<file path="src/rtl/chase_pkg.sv">
// rtl/chase_pkg.sv - shared mode and direction encodings for the LED chaser
package chase_pkg;

    typedef logic [1:0] mode_t;

    localparam mode_t MODE_FWD      = 2'd0;
    localparam mode_t MODE_REV      = 2'd1;
    localparam mode_t MODE_PINGPONG = 2'd2;
    localparam mode_t MODE_BLINK    = 2'd3;

    localparam logic DIR_UP   = 1'b0;
    localparam logic DIR_DOWN = 1'b1;

endpackage

</file>
<file path="src/rtl/chase_tick_gen.sv">
// rtl/chase_tick_gen.sv - enable-gated prescaler producing one tick every delay+1 cycles
module chase_tick_gen #(
    parameter int DELAY_W = 8
) (
    input  logic               clk,
    input  logic               reset,
    input  logic               enable,
    input  logic [DELAY_W-1:0] delay,
    input  logic               restart,
    output logic               tick
);

    logic [DELAY_W-1:0] cnt_q;
    logic [DELAY_W-1:0] cnt_d;

    // >= rather than == so a shrinking delay can never strand the counter
    assign tick = enable && (cnt_q >= delay);

    always_comb begin
        cnt_d = cnt_q;
        if (restart || tick) begin
            cnt_d = '0;
        end else if (enable) begin
            cnt_d = cnt_q + 1'b1;
        end
    end

    always_ff @(posedge clk) begin
        if (reset) begin
            cnt_q <= '0;
        end else begin
            cnt_q <= cnt_d;
        end
    end

endmodule

</file>
<file path="src/rtl/chase_sequencer.sv">
// rtl/chase_sequencer.sv - LED chase controller with mode/speed command port applied at step boundaries
module chase_sequencer
    import chase_pkg::*;
#(
    parameter int NUM_LEDS      = 6,
    parameter int DELAY_W       = 8,
    parameter int DEFAULT_DELAY = 3
) (
    input  logic                clk,
    input  logic                reset,
    input  logic                enable,
    input  logic                cmd_valid,
    output logic                cmd_ready,
    input  logic [1:0]          cmd_mode,
    input  logic [DELAY_W-1:0]  cmd_delay,
    output logic [NUM_LEDS-1:0] led,
    output logic                step_pulse,
    output logic [1:0]          cur_mode
);

    localparam int            PW   = $clog2(NUM_LEDS);
    localparam logic [PW-1:0] LAST = PW'(NUM_LEDS - 1);

    logic               pend_full_q, pend_full_d;
    mode_t              pend_mode_q, pend_mode_d;
    logic [DELAY_W-1:0] pend_delay_q, pend_delay_d;
    mode_t              mode_q, mode_d;
    logic [DELAY_W-1:0] delay_q, delay_d;
    logic [PW-1:0]      pos_q, pos_d;
    logic               dir_q, dir_d;
    logic               phase_q, phase_d;
    logic [NUM_LEDS-1:0] led_q, led_d;
    logic               step_q, step_d;
    logic               tick;
    logic               accept;
    logic               apply;

    assign accept = cmd_valid && !pend_full_q;
    // Freezing the timebase counts as a boundary so commands still land while paused
    assign apply  = pend_full_q && (tick || !enable);

    chase_tick_gen #(
        .DELAY_W (DELAY_W)
    ) u_tick_gen (
        .clk     (clk),
        .reset   (reset),
        .enable  (enable),
        .delay   (delay_q),
        .restart (apply),
        .tick    (tick)
    );

    always_comb begin
        pend_full_d  = pend_full_q;
        pend_mode_d  = pend_mode_q;
        pend_delay_d = pend_delay_q;
        mode_d       = mode_q;
        delay_d      = delay_q;
        pos_d        = pos_q;
        dir_d        = dir_q;
        phase_d      = phase_q;
        step_d       = 1'b0;

        if (accept) begin
            pend_full_d  = 1'b1;
            pend_mode_d  = cmd_mode;
            pend_delay_d = cmd_delay;
        end

        if (apply) begin
            pend_full_d = 1'b0;
            mode_d      = pend_mode_q;
            delay_d     = pend_delay_q;
            dir_d       = DIR_UP;
            phase_d     = 1'b0;
            pos_d       = (pend_mode_q == MODE_REV) ? LAST : '0;
        end else if (tick) begin
            step_d = 1'b1;
            case (mode_q)
                MODE_FWD: pos_d = (pos_q == LAST) ? '0 : pos_q + 1'b1;
                MODE_REV: pos_d = (pos_q == '0) ? LAST : pos_q - 1'b1;
                MODE_PINGPONG: begin
                    if (dir_q == DIR_UP) begin
                        if (pos_q == LAST) begin
                            dir_d = DIR_DOWN;
                            pos_d = pos_q - 1'b1;
                        end else begin
                            pos_d = pos_q + 1'b1;
                        end
                    end else begin
                        if (pos_q == '0) begin
                            dir_d = DIR_UP;
                            pos_d = pos_q + 1'b1;
                        end else begin
                            pos_d = pos_q - 1'b1;
                        end
                    end
                end
                default: phase_d = !phase_q;
            endcase
        end

        if (mode_d == MODE_BLINK) begin
            led_d = {NUM_LEDS{phase_d}};
        end else begin
            led_d = NUM_LEDS'(1) << pos_d;
        end
    end

    always_ff @(posedge clk) begin
        if (reset) begin
            pend_full_q  <= 1'b0;
            pend_mode_q  <= MODE_FWD;
            pend_delay_q <= '0;
            mode_q       <= MODE_FWD;
            delay_q      <= DELAY_W'(DEFAULT_DELAY);
            pos_q        <= '0;
            dir_q        <= DIR_UP;
            phase_q      <= 1'b0;
            led_q        <= NUM_LEDS'(1);
            step_q       <= 1'b0;
        end else begin
            pend_full_q  <= pend_full_d;
            pend_mode_q  <= pend_mode_d;
            pend_delay_q <= pend_delay_d;
            mode_q       <= mode_d;
            delay_q      <= delay_d;
            pos_q        <= pos_d;
            dir_q        <= dir_d;
            phase_q      <= phase_d;
            led_q        <= led_d;
            step_q       <= step_d;
        end
    end

    assign cmd_ready  = !pend_full_q;
    assign led        = led_q;
    assign step_pulse = step_q;
    assign cur_mode   = mode_q;

endmodule

</file>
<file path="config.mk">
export PLATFORM = sky130hd
export DESIGN_NAME = chase_sequencer
export DESIGN_NICKNAME = d
export VERILOG_FILES = /design/src/rtl/chase_pkg.sv /design/src/rtl/chase_tick_gen.sv /design/src/rtl/chase_sequencer.sv
export SDC_FILE = /design/constraint.sdc
export NUM_CORES = 1
export LEC_CHECK = 0
export ABC_CLOCK_PERIOD_IN_PS = 2270
export BUFFER_PORTS_ARGS = -buffer_cell sky130_fd_sc_hd__buf_2
export CAP_MARGIN = 5
export CORE_MARGIN = 2
export CORE_UTILIZATION = 30
export CTS_CLUSTER_DIAMETER = 30
export CTS_CLUSTER_SIZE = 28
export DETAILED_ROUTE_END_ITERATION = 10
export PLACE_DENSITY = 0.5
export RECOVER_POWER = 50
export SYNTH_ARGS = -nofsm -noshare
export SYNTH_HDL_FRONTEND = slang
export SYNTH_SLANG_ARGS = --single-unit
</file>
<file path="constraint.sdc">
create_clock -name clk -period 2.27 [get_ports clk]
set_input_delay 0.454 -clock clk [delete_from_list [all_inputs] [get_ports clk]]
set_output_delay 0.454 -clock clk [all_outputs]
set_load 0.02 [all_outputs]
</file>
==> impl_metrics.yaml, run 1 <==
status:
  status: "complete, no violations"
die:
  boundaryPins: 24
  die_h_um: 87.5
  die_x_um: 87.5
  core_area_um2: 6760
  initial_utilization_pct: 31.0
  fp.dieArea_um2: 7660
  num_rows: 30
worst_setup_path:
  cp_max_fo: 5
  crit_arrival_ns: 2.38
  crit_type: "reg -> reg"
  cp_data_required_time_ns: 2.47
  cp-end-kind: "flop"
  cp-start-kind: "flop"
yosys:
  ys_seq_area_share_pct: 39.2
  syn_inst: 250
  synth_top_area_share_pct: 39.2
  synth_area_leaders: "dfxtp_1 39%, nand2_1 8.4%, ha_1 7.8%, a21oi_1 5.5%, nor2_1 3.0%"
  synthArstFlopShare_pct: 0
  synth_edf_count: 0
  ys.flop_type: "dfxtp_1"
  syn_avg_cell_area_um2: 8.37
  yosysTopAreaCell: "dfxtp_1"
  ys_ff_latch: 41
  synth_nets: 277
  yosysWarnings: 0
  syn_area_um2: 2090
  synth_cell_types: 49
clocking:
  hold_buffers: 0
  cts_made_buffers: 5
  cts_tree: "done"
  h-tree-depth: 2
  clock_latency_ns: 0.30
  cts_buffer_depth: 2
  clockRootBuffer: "clkbuf_8"
  cts_sinks: 41
  clk_pin_slew_ns: 0.09
finish:
  final_common_cell: "nand2_1"
  final_cells: 368
  final_cell_mix: "47 x nand2_1, 39 x dfxtp_1, 23 x a21oi_1"
  final_area_um2: 2600
  area_delta_synth_final_pct: 24.3
  nets: 314
  num_antenna_cells: 0
  fill_cells: 708
  drive_gt1_share_pct: 22.6
  fin_util_pct: 38.5
job:
  max_cap_violations: 0
detailed_routing:
  drt_iter0_drc: 60
  wire_per_inst_um: 12.6
  drc: 0
  vias_per_cell: 4.85
  vias: 1784
  routed_wl_mm: 4.63
  ant_nets: 0
  detail_route.first_pass.iterations: 4
sta:
  period_minus_slack_ns: 2.17
  fin_ws_ns: 0.0973
  max_slew_margin_pct: 51.9
  clock.fmax_ghz: 0.460
  finalMaxSlewViolations: 0
  setup_tns_ns: 0
  fin_crit_sh_pct: 95.7
  rsz0062_at_grt: "yes"
  fin_worst_skew_ns: 0.00985
  holdWs_ns: 0.379
  setup_viol: 0
  hold_viol: 0
  worst_pin_slew_ns: 0.719
power_and_ir_drop:
  p_leak_nw: 1.01
  p_per_area_nw_per_um2: 610
  p_total_mw: 1.59
  peakVddDrop_mv: 0.302
placed_design:
  dp.cells: 359
  io_buffers: 23
  gp_congestion: 0.786
  place_area_um2: 2380
  dp_slack_ns: -0.0227
  dp_hpwl_mm: 3.58
global_route:
  antenna_found_initial: 0
  grt_pass1_wl_mm: 7.73
  grt_start_max_net_pins: 20
  grt_pass1_vias: 1618
  overflow: 0
  grtUsageTotal_pct: 12.8
min_path:
  hold_path.class: "in -> reg"
-- cell usage after synthesis, types with 3 or more instances --
cell      count
ha_1         13
xnor2_1       3
a31oi_1       5
mux2i_1       4
nor2_1       17
dfxtp_1      41
o31ai_1       6
xor2_1        7
inv_1        16
nand2_1      47
nand4_1       4
a21oi_1      23
nand3_1       4
buf_2         3
nor3_1        5
o21ai_0       3
nor2b_1       4
clkbuf_1      6
-- power by group --
part | internal [mW] | switching, mW
registers | 0.746 | 0.0182
logic | 0.0946 | 0.130
clock network | 0.329 | 0.271
-- critical path, cell delays in order, from the launching register on --
cell	delay [ns]
dfxtp_1	0.33
inv_1	0.07
ha_4	0.30
and4_4	0.23
o21a_4	0.16
a21boi_4	0.06
buf_4	0.15
or3_1	0.39
o31a_1	0.15
o311ai_2	0.23
-- layout make-up --
cell class	instances	area, um^2	area share (%)
multi-input cells	183	1270	48.8
inverters	16	60.1	2.31
clock buffers	5	68.8	2.64
repair buffers	40	233	8.94
well taps	80	100	3.85
flip-flops and latches	41	823	31.6
clock inverters	3	46.3	1.78
-- kinds of logic after synthesis --
kind of cell | synth area share [%]
muxes | 2.45
DFF | 39.2
xor gates and xnor gates | 4.18
and+or+nand+nor | 19.6
adders and majority gates | 7.77
AOI/OAI and AO/OA | 21.8
buffers and inverters | 5.02
-- state kept, by name (all words and copies together) (netlist names) --
name / cells
delay_q: 8
pend_delay_q: 8
u_tick_gen.cnt_q: 8
led: 6
pos_q: 3
cur_mode: 2
pend_mode_q: 2
dir_q: 1
pend_full_q: 1
phase_q: 1
step_pulse: 1
-- path summary, 6_finish.rpt --
kind	endpoint	cells past startpoint	slack (ns)	startpoint
max	led[0]	9	0.1	delay_q[7]
min	pend_delay_q[0]	3	0.38	cmd_delay[0]
max reg2reg	led[0]	9	0.1	delay_q[7]
min reg2reg	delay_q[5]	2	0.45	delay_q[5]
-- layer usage --
| layer | global-route usage (%) | up-vias | routed length (um) |
|---|---|---|---|
| met3 | 2.64 | 8 | 135 |
| met2 | 19.5 | 21 | 2100 |
| met5 | 0 | - | 0 |
| met4 | 5.03 | 0 | 89 |
| met1 | 17.7 | 813 | 2300 |
| li1 | - | 942 | - |
-- timing repair --
action	in CTS	in global routing
endpoints found under the setup margin	2	6
pin swaps	1	9
resized for setup	3	17
setup buffers	1	0
Power figures use the tool's default switching activity.
==> run 2, diff against run 1 <==
==> constraint.sdc (replaced) <==
create_clock -name clk -period 2.27 [get_ports clk]
set_input_delay 0.227 -clock clk [delete_from_list [all_inputs] [get_ports clk]]
set_output_delay 0.227 -clock clk [all_outputs]
set_load 0.02 [all_outputs]
==> impl_metrics.yaml, run 2 (same netlist as run 1, synthesis figures left out) <==
sta:
  rsz0062_at_grt: "yes"
  worst_pin_slew_ns: 0.726
  max_slew_margin_pct: 51.5
  finalMaxSlewViolations: 0
  fin_crit_sh_pct: 97.4
  clock.fmax_ghz: 0.452
  period_minus_slack_ns: 2.21
  hold_viol: 0
  setup_viol: 0
  holdWs_ns: 0.155
  fin_worst_skew_ns: 0.00567
finish:
  final_cell_mix: "47 x nand2_1, 33 x dfxtp_1, 21 x a21oi_1"
  fill_cells: 711
  num_antenna_cells: 0
  fin_util_pct: 40.1
  final_common_cell: "nand2_1"
  reg_top3: "delay_q: 8 flops, pend_delay_q: 8 flops, u_tick_gen.cnt_q: 8 flops"
  drive_gt1_share_pct: 28.4
  area_delta_synth_final_pct: 29.6
  nets: 318
detailed_routing:
  drc: 0
  ant_nets: 0
  drt_iter0_drc: 84
  routed_wl_mm: 5.09
  vias: 1846
  vias_per_cell: 4.96
  wire_per_inst_um: 13.7
  detail_route.first_pass.iterations: 5
worst_setup_path:
  timing.rr.start: "delay_q[4]"
  crit_arrival_ns: 2.42
  crit_chain: "inv_1 > ha_1 > and4_4 > o21a_4 > a31oi_4 > o31a_1 > o31a_1 > o311ai_4"
  cpMaxStageDelayCell: "o31a_1"
  r2r_cells: 8
  r2r_slack_ns: 0.06
  cp_data_required_time_ns: 2.48
  cp-end-kind: "flop"
  crit_type: "reg -> reg"
  cp-start-kind: "flop"
  critical-path-max-stage-delay_ns: 0.36
  cp_max_fo: 5
  crit_top_cell: "o31a_1"
  worstReg2RegEnd: "led[0]"
power_and_ir_drop:
  pwr-share-clk_pct: 38.2
  p_leak_nw: 1.04
  p_sw_uw: 423
  p_per_area_nw_per_um2: 602
  combPwrFrac_pct: 14.9
  p_int_mw: 1.21
  p_sw_share_pct: 25.9
  peakVddDrop_mv: 0.315
  seqPwrFrac_pct: 46.9
job:
  max_cap_violations: 0
placed_design:
  gp_congestion: 0.786
  io_buffers: 23
  dp_hpwl_mm: 3.58
clocking:
  clk_pin_slew_ns: 0.08
  cts_sinks: 41
  cts_buffer_depth: 2
  cts_made_buffers: 5
  clockRootBuffer: "clkbuf_8"
  clock_latency_ns: 0.30
  cts_tree: "done"
  h-tree-depth: 2
die:
  die_x_um: 87.5
  core_area_um2: 6760
  initial_utilization_pct: 31.0
  num_rows: 30
  die_h_um: 87.5
  fp.dieArea_um2: 7660
  boundaryPins: 24
status:
  status: "complete, no violations"
global_route:
  grt_start_max_net_pins: 20
  grt_pass1_wl_mm: 7.99
  grt_pass1_vias: 1672
  grtUsageTotal_pct: 13.2
  antenna_found_initial: 0
  overflow: 0
min_path:
  hold_path.class: "in -> reg"
  hold_start: "cmd_delay[6]"
  hold_depth: 3
  min_to: "pend_delay_q[6]"
==> run 2: cell types whose count changed in the layout (fill, tap and decap cells not counted), sizes merged <==
cell    before  now
clkbuf      13   16
buf         32   34
clkinv       1    0
==> run 2: power by group through the flow <==
stage | logic, mW | registers [mW] | clock network, mW
finish | 0.244 | 0.765 | 0.623
global route | 0.267 | 0.769 | 0.667
CTS | 0.214 | 0.764 | 0.636
detailed placement | 0.210 | 0.781 | 0
global placement | 0.210 | 0.781 | 0
floorplan | 0.138 | 0.783 | 0
==> run 2: final cells by class <==
class	count	area [um^2]	area share (%)
repair buffers	44	265	9.78
inverters	16	60.1	2.21
clock inverters	2	37.5	1.38
well taps	80	100	3.69
clock buffers	6	82.6	3.04
flip-flops and latches	41	831	30.6
multi-input cells	183	1340	49.3
==> run 2: what timing repair did <==
item / 4_1_cts / 5_1_grt
gates resized for setup: 4 / 38
pin swaps: 1 / 16
hold endpoints to repair: 0 / 0
setup endpoints to repair: 2 / 7
buffers inserted: 1 / 7
hold buffers: 0 / 0
==> run 2: metal layers <==
| metal | part of all wire [%] | track usage, % |
|---|---|---|
| met5 | 0 | 0 |
| met4 | 1.4 | 4.20 |
| met3 | 3.4 | 2.36 |
| met2 | 48 | 21.3 |
| met1 | 47 | 17.9 |
==> run 2: how the worst max path moves through the flow <==
| stage | start | endpoint | slack (ns) | depth (start not counted) |
|---|---|---|---|---|
| after CTS | delay_q[6] | led[0] | 0.03 | 8 |
| after floorplan | delay_q[7] | led[5] | 0.18 | 9 |
| after detailed placement | delay_q[7] | led[0] | -0.04 | 8 |
| final | delay_q[4] | led[0] | 0.06 | 8 |
| after global routing | delay_q[4] | led[0] | -0.02 | 9 |
| after global placement | delay_q[7] | led[0] | -0.004 | 8 |
==> run 2: metrics by stage <==
stage               std cells  instance area [um^2]   TNS, ns  setup WS [ns]  total power [mW]
CTS                       366                  2520         0         0.0341              1.61
detailed placement        357                  2370   -0.0408        -0.0408             0.991
finish                    372                  2710         0         0.0594              1.63
global route              372                  2710   -0.0208        -0.0208              1.70
global placement          357                  2370  -0.00424       -0.00424             0.991
floorplan                 250                  2090         0          0.179             0.921
==> run 2: worst max-delay path, delay by kind of cell (launching register included) <==
kind	cells	cell delay, ns
AOI/OAI and AO/OA	5	1.22
buffers and inverters	1	0.05
adders and majority gates	1	0.27
and+or+nand+nor	1	0.23
DFF	1	0.33
